**src/rtl/float_pkg.sv**
```systemverilog
// Shared IEEE-754 single-precision definitions for the floating-point execution units.
package float_pkg;

  localparam int unsigned SIGN = 1;
  localparam int unsigned EXP  = 8;
  localparam int unsigned FRAC = 23;
  localparam int unsigned BIAS = 127;

  localparam logic [31:0] QNAN    = 32'h7FC0_0000;
  localparam logic [31:0] POS_INF = 32'h7F80_0000;

  typedef enum logic [1:0] {
    ZERO,
    NORMAL,
    INF,
    NAN
  } fclass_t;

  typedef enum logic [2:0] {
    StIdle,
    StUnpack,
    StMult,
    StNorm,
    StPack
  } mul_state_t;

endpackage

```
**src/rtl/float_multiply_if.sv**
```systemverilog
// Operand/result bundle between the instruction reader and the multiplier.
interface float_multiply_if;
  logic [31:0] a;
  logic [31:0] b;
  logic        enable;
  logic [31:0] result;
  logic        valid;
  logic        busy;
  logic [31:0] debug;

  modport master (
    output a, b, enable,
    input  result, valid, busy, debug
  );

  modport slave (
    input  a, b, enable,
    output result, valid, busy, debug
  );
endinterface

```
**src/rtl/float_unpack.sv**
```systemverilog
// Splits a single-precision word into fields and classifies it; denormals read as zero.
module float_unpack
  import float_pkg::*;
(
  input  logic [31:0]   word,
  output logic          sign,
  output logic [EXP-1:0] exponent,
  output logic [FRAC:0]  mant,
  output fclass_t       cls
);

  always_comb begin
    sign     = word[31];
    exponent = word[30:23];
    mant     = {1'b1, word[22:0]};
    cls      = NORMAL;
    if (exponent == '0) begin
      cls  = ZERO;
      mant = '0;
    end else if (exponent == '1) begin
      cls = (word[22:0] == '0) ? INF : NAN;
    end
  end

endmodule

```
**src/rtl/float_multiply.sv**
```systemverilog
// Multi-cycle single-precision multiplier: unpack, 24x24 multiply, normalise, round/pack.
module float_multiply
  import float_pkg::*;
(
  input logic           clk,
  input logic           reset,
  float_multiply_if.slave bus
);

  mul_state_t state;

  logic [31:0] a_q, b_q;
  logic        sa, sb;
  logic [7:0]  ea, eb;
  logic [23:0] ma, mb;
  fclass_t     ca, cb;

  logic               sign_q;
  logic               special_q;
  logic [31:0]        special_res_q;
  logic [23:0]        ma_q, mb_q;
  logic [7:0]         ea_q, eb_q;
  logic [47:0]        prod_q;
  logic signed [9:0]  exp_q;
  logic [22:0]        mant_q;
  logic               g_q, s_q;

  float_unpack u_unpack_a (
    .word     (a_q),
    .sign     (sa),
    .exponent (ea),
    .mant     (ma),
    .cls      (ca)
  );

  float_unpack u_unpack_b (
    .word     (b_q),
    .sign     (sb),
    .exponent (eb),
    .mant     (mb),
    .cls      (cb)
  );

  logic        special_c;
  logic [31:0] special_res_c;
  logic        sign_c;

  always_comb begin
    sign_c        = sa ^ sb;
    special_c     = 1'b1;
    special_res_c = QNAN;
    if (ca == NAN || cb == NAN) begin
      special_res_c = QNAN;
    end else if ((ca == INF && cb == ZERO) || (ca == ZERO && cb == INF)) begin
      special_res_c = QNAN;
    end else if (ca == INF || cb == INF) begin
      special_res_c = {sign_c, POS_INF[30:0]};
    end else if (ca == ZERO || cb == ZERO) begin
      special_res_c = {sign_c, 31'h0};
    end else begin
      special_c     = 1'b0;
      special_res_c = '0;
    end
  end

  logic [47:0]       prod_c;
  logic signed [9:0] exp_sum_c;

  assign prod_c    = 48'(ma_q) * 48'(mb_q);
  assign exp_sum_c = $signed({2'b00, ea_q}) + $signed({2'b00, eb_q}) - $signed(10'(BIAS));

  logic              round_up_c;
  logic              carry_c;
  logic [22:0]       mant_r_c;
  logic signed [9:0] exp_r_c;
  logic [31:0]       pack_c;
  logic [31:0]       final_c;

  always_comb begin
    round_up_c           = g_q & (s_q | mant_q[0]);
    {carry_c, mant_r_c}  = {1'b0, mant_q} + 24'(round_up_c);
    exp_r_c              = exp_q + $signed(10'(carry_c));
    if (exp_r_c >= 10'sd255) begin
      pack_c = {sign_q, POS_INF[30:0]};
    end else if (exp_r_c <= 10'sd0) begin
      pack_c = {sign_q, 31'h0};
    end else begin
      pack_c = {sign_q, exp_r_c[7:0], mant_r_c};
    end
    final_c = special_q ? special_res_q : pack_c;
  end

  always_ff @(posedge clk or posedge reset) begin
    if (reset) begin
      state         <= StIdle;
      a_q           <= '0;
      b_q           <= '0;
      sign_q        <= 1'b0;
      special_q     <= 1'b0;
      special_res_q <= '0;
      ma_q          <= '0;
      mb_q          <= '0;
      ea_q          <= '0;
      eb_q          <= '0;
      prod_q        <= '0;
      exp_q         <= '0;
      mant_q        <= '0;
      g_q           <= 1'b0;
      s_q           <= 1'b0;
      bus.result    <= '0;
      bus.valid     <= 1'b0;
      bus.busy      <= 1'b0;
      bus.debug     <= '0;
    end else begin
      unique case (state)
        StIdle: begin
          bus.valid <= 1'b0;
          if (bus.enable) begin
            a_q      <= bus.a;
            b_q      <= bus.b;
            bus.busy <= 1'b1;
            state    <= StUnpack;
          end
        end
        StUnpack: begin
          sign_q        <= sign_c;
          special_q     <= special_c;
          special_res_q <= special_res_c;
          ma_q          <= ma;
          mb_q          <= mb;
          ea_q          <= ea;
          eb_q          <= eb;
          state         <= StMult;
        end
        StMult: begin
          prod_q    <= prod_c;
          exp_q     <= exp_sum_c;
          bus.debug <= prod_c[47:16];
          state     <= StNorm;
        end
        StNorm: begin
          // Product of two [1,2) mantissas lies in [1,4); bit 47 marks the [2,4) half.
          if (prod_q[47]) begin
            mant_q <= prod_q[46:24];
            g_q    <= prod_q[23];
            s_q    <= |prod_q[22:0];
            exp_q  <= exp_q + 10'sd1;
          end else begin
            mant_q <= prod_q[45:23];
            g_q    <= prod_q[22];
            s_q    <= |prod_q[21:0];
          end
          state <= StPack;
        end
        StPack: begin
          bus.result <= final_c;
          bus.valid  <= 1'b1;
          bus.busy   <= 1'b0;
          state      <= StIdle;
        end
        default: state <= StIdle;
      endcase
    end
  end

endmodule
```
**src/flat_wrapper.sv**
```systemverilog
// flat-port wrapper written by rule: the top's interface ports become plain ports
module float_multiply_flat import float_pkg::*;
  (clk, reset, bus_a, bus_b, bus_enable, bus_result, bus_valid, bus_busy, bus_debug);
  float_multiply_if bus_i ();
  input logic clk;
  input logic reset;
  input wire logic [$bits(bus_i.a)-1:0] bus_a;
  input wire logic [$bits(bus_i.b)-1:0] bus_b;
  input wire logic [$bits(bus_i.enable)-1:0] bus_enable;
  output wire logic [$bits(bus_i.result)-1:0] bus_result;
  output wire logic [$bits(bus_i.valid)-1:0] bus_valid;
  output wire logic [$bits(bus_i.busy)-1:0] bus_busy;
  output wire logic [$bits(bus_i.debug)-1:0] bus_debug;
  assign bus_i.a = bus_a;
  assign bus_i.b = bus_b;
  assign bus_i.enable = bus_enable;
  assign bus_result = bus_i.result;
  assign bus_valid = bus_i.valid;
  assign bus_busy = bus_i.busy;
  assign bus_debug = bus_i.debug;
  float_multiply u_core (.clk(clk), .reset(reset), .bus(bus_i));
endmodule
```
**config.mk**
```make
export PLATFORM = sky130hd
export DESIGN_NAME = float_multiply_flat
export DESIGN_NICKNAME = d
export VERILOG_FILES = /design/src/rtl/float_pkg.sv /design/src/rtl/float_multiply_if.sv /design/src/rtl/float_unpack.sv /design/src/rtl/float_multiply.sv /design/src/flat_wrapper.sv
export SDC_FILE = /design/constraint.sdc
export NUM_CORES = 2
export LEC_CHECK = 0
export CORE_MARGIN = 4
export CORE_UTILIZATION = 55
export CTS_CLUSTER_SIZE = 20
export DETAILED_ROUTE_END_ITERATION = 10
export GPL_TIMING_DRIVEN = 1
export PLACE_DENSITY_LB_ADDON = 0.1
export SLEW_MARGIN = 0
export SYNTH_ARGS = -nofsm -noshare
export SYNTH_HDL_FRONTEND = slang
export SYNTH_SLANG_ARGS = --single-unit
```
**constraint.sdc**
```tcl
create_clock -name clk -period 9.46 [get_ports clk]
set_input_delay 1.419 -clock clk [delete_from_list [all_inputs] [get_ports clk]]
set_output_delay 1.419 -clock clk [all_outputs]
set_load 0.02 [all_outputs]
```
==> summary.txt <==
Timing
  – Measured slew at the worst slew-check pin: 1170 ps
  – Setup TNS: 0 ps
  – Tmin final: 7890 ps
  – Fin Hold WS: 472 ps
  – Clock skew: 20.9 ps
  – PnR worst setup slack: 1570 ps
  – Slew margin rel.: 21.7%
  – Final Hold Fails: 0
  – FMAX: 0.127 GHz
  – RSZ-0062 raised after global routing: no
  – Setup violators final: 0
  – Max Slew Vio Count: 0
  – Final worst path period share: 83.4%

Synthesis
  – Multiplexer share of the synthesized area: 3.30%
  – Yosys top cell by area: fa_1
  – Asr flop ratio synth: 100%
  – Avg Inst Size Synth: 9.21 µm²
  – Post-synth cell types: 65
  – Post-synth top area share: 31.8%
  – Syn Nets: 4036
  – Mapped Area: 0.0304 mm²
  – Simple-gate portion of the synthesized area: 16.8%
  – Post-Synth XOR/XNOR Area: 2.62%
  – Largest family of logic cells by synthesized area: adder cells
  – Synth Area in Compound Gates: 6.90%
  – Top FF cell, synth: dfrtp_1
  – Synth warnings: 0
  – Number of synthesized flops with an enable pin: 0
  – Seq/Total Area, Yosys: 20.8%
  – Register bit count reported by yosys: 253
  – Post-Synth Adder-Cell Area: 39.6%
  – Syn Inst Count: 3298
  – Synth top area cells: fa_1 32%, dfrtp_1 21%, ha_1 7.7%, nand2_1 7.2%, inv_1 6.9%

Floorplan
  – Initial Utilization: 56.0%
  – Chip width: 243 µm
  – Num ports: 133
  – Full die area: 0.0590 mm²
  – Core Region: 0.0542 mm²
  – Num rows: 85
  – Die Span Y: 243 µm

Worst setup path
  – WP data required: 9880 ps
  – R2R Setup Slk: 1570 ps
  – Slowest cell on the critical path: dfrtp_1
  – CP max FO: 25
  – Critical path's largest stage delay: 1010 ps
  – Critical path launch point type: flip-flop
  – Cell Chain, Critical Path: nand2_1 -> fa_1 -> inv_1 -> fa_1 -> inv_1 -> fa_1 -> inv_1 -> fa_1 -> inv_1 -> fa_1 -> inv_1 -> fa_1 -> inv_1 -> fa_1 -> inv_1 -> ha_1 -> and3_1 -> a221oi_1 -> a31oi_2 -> a211oi_1 -> o31ai_1 -> a21oi_1 -> xor2_1 -> o21ai_0
  – Setup crit end kind: flip-flop
  – Kind of critical path: flip-flop to flip-flop
  – Arrival time of the worst setup path: 8310 ps

CTS
  – Number of CTS-inserted buffers: 29
  – Postcts setup bufs: 0
  – Root buffer cell: clkbuf_16
  – Max clock buf depth: 3
  – Worst-path clk slew: 70 ps
  – Num Clock Sinks: 253
  – CTS tree: done
  – Hold Buf Count CTS: 0
  – PostCTS Resize Cnt: 0
  – H-tree depth: 1
  – Clk_lat worst skew: 580 ps

GRT
  – Initial antenna violation count: 1
  – Largest net degree at the start of global routing: 95
  – GRT Total Usage: 26.7%
  – Vias in the first global route: 23900
  – First-pass GRT wire length: 128000 µm
  – Gr ovfl total: 0

Routing
  – DRC: 0
  – Remaining antenna violation count: 0
  – Vias: 22100
  – DR iter-0 viols: 1224
  – Final wirelength: 76600 µm
  – Drt wl/cell: 19.1 µm
  – Initial DRT Pass Iterations: 6
  – Vias per inst: 5.52

Cells and area
  – Layout cells sized above 1: 5.01%
  – Seq. cell area: 0.00633 mm²
  – Most frequent cells in the layout: 578 x nand2_1, 561 x inv_1, 483 x fa_1
  – Util after Layout: 60.9%
  – Fill count: 4707
  – Synth-to-Final Area Change: 8.69%
  – Multi-input gate area: 0.0210 mm²
  – Layout Nets: 4029
  – Commonest non-fill, non-tap cell in the layout: nand2_1

Place
  – Placed wire-length estimate: 60500 µm
  – Placement Setup Slack: 1710 ps
  – Buffers on Ports: 132
  – GPL Wtd Cong: 0.896

Hold path
  – HP Class: flip-flop to flip-flop

Status
  – Status: complete, no violations

Flow run
  – Max_cap viols: 0
through the flow:
| stage | instance area [µm²] | instances |
|---|---|---|
| floorplan | 30400 | 3298 |
| global placement | 31900 | 3956 |
| detailed placement | 31900 | 3956 |
| CTS | 33000 | 4010 |
| global route | 33000 | 4010 |
| finish | 33000 | 4012 |
worst paths after layout:
kind                                   from                 to  cells past startpoint
max                         u_core.ma_q[13]  u_core.prod_q[46]                     24
min                        u_core.prod_q[0]   u_core.prod_q[0]                      2
max reg2reg                 u_core.ma_q[13]  u_core.prod_q[46]                     24
min reg2reg                u_core.prod_q[0]   u_core.prod_q[0]                      2
max in group asynchronous             reset  u_core.prod_q[11]                      4
min in group asynchronous             reset     u_core.b_q[12]                      2
metal layers:
layer | up-vias | global-route usage [%] | routed length (µm) | share of wire [%]
met4 | 0 | 7.55 | 2400 | 3.1
met5 | - | 0 | 0 | 0
met1 | 11300 | 35.2 | 31900 | 42
li1 | 10100 | - | - | -
met2 | 569 | 46.7 | 38700 | 51
met3 | 132 | 3.26 | 3580 | 4.7
synthesized netlist by cell type (all sizes together), types with 3 or more instances:
master,count
nand2,580
inv,562
fa,483
and2,305
dfrtp,253
ha,188
clkbuf,159
o21ai,149
a21oi,77
mux2,65
nor2,62
xnor2,56
buf,46
xor2,35
mux2i,27
nand3,27
and3,22
o31ai,22
a21o,21
nand4,20
nor3,17
nor4,16
a31oi,13
o21bai,11
a211oi,9
o211ai,9
or4,6
a221o,4
a22o,4
o2111ai,4
o21a,4
nand3b,3
nor2b,3
nor4b,3
o41ai,3
worst max-delay path, delay by kind of cell (launching register included):
kind            cells  cell delay [ps]
compound gates      6             1800
xor+xnor            1              140
fa+ha+maj           8             3990
buf+inv             7              390
flops               1             1010
simple gates        2              440
flip-flops by register name, summed over array words and instances, names as in the netlist, 8 cells and up:
| signal | count |
|---|---|
| u_core.mant_q | 23 |
| u_core.exp_q | 10 |
| u_core.b_q | 32 |
| u_core.a_q | 32 |
| u_core.ea_q | 8 |
| u_core.eb_q | 8 |
| u_core.mb_q | 24 |
| u_core.bus.result | 32 |
| u_core.prod_q | 48 |
| u_core.ma_q | 24 |
kinds of logic after synthesis:
family | Yosys count
xor+xnor | 91
flops | 253
mux | 92
buf+inv | 767
simple gates | 1076
compound gates | 348
fa+ha+maj | 671
cell type report:
cell class                 count  share of cell area [%]
antenna                        2                  0.0152
clock buffer                  39                    2.52
clock inverter                15                   0.671
inverter                     562                    6.41
multi-input combinational   2278                    63.8
sequential                   253                    19.2
tap                          696                    2.64
timing repair buffer         167                    4.80
Power is not shown: default switching activity piles up to over one toggle a cycle in this logic, so the estimate is an artifact.
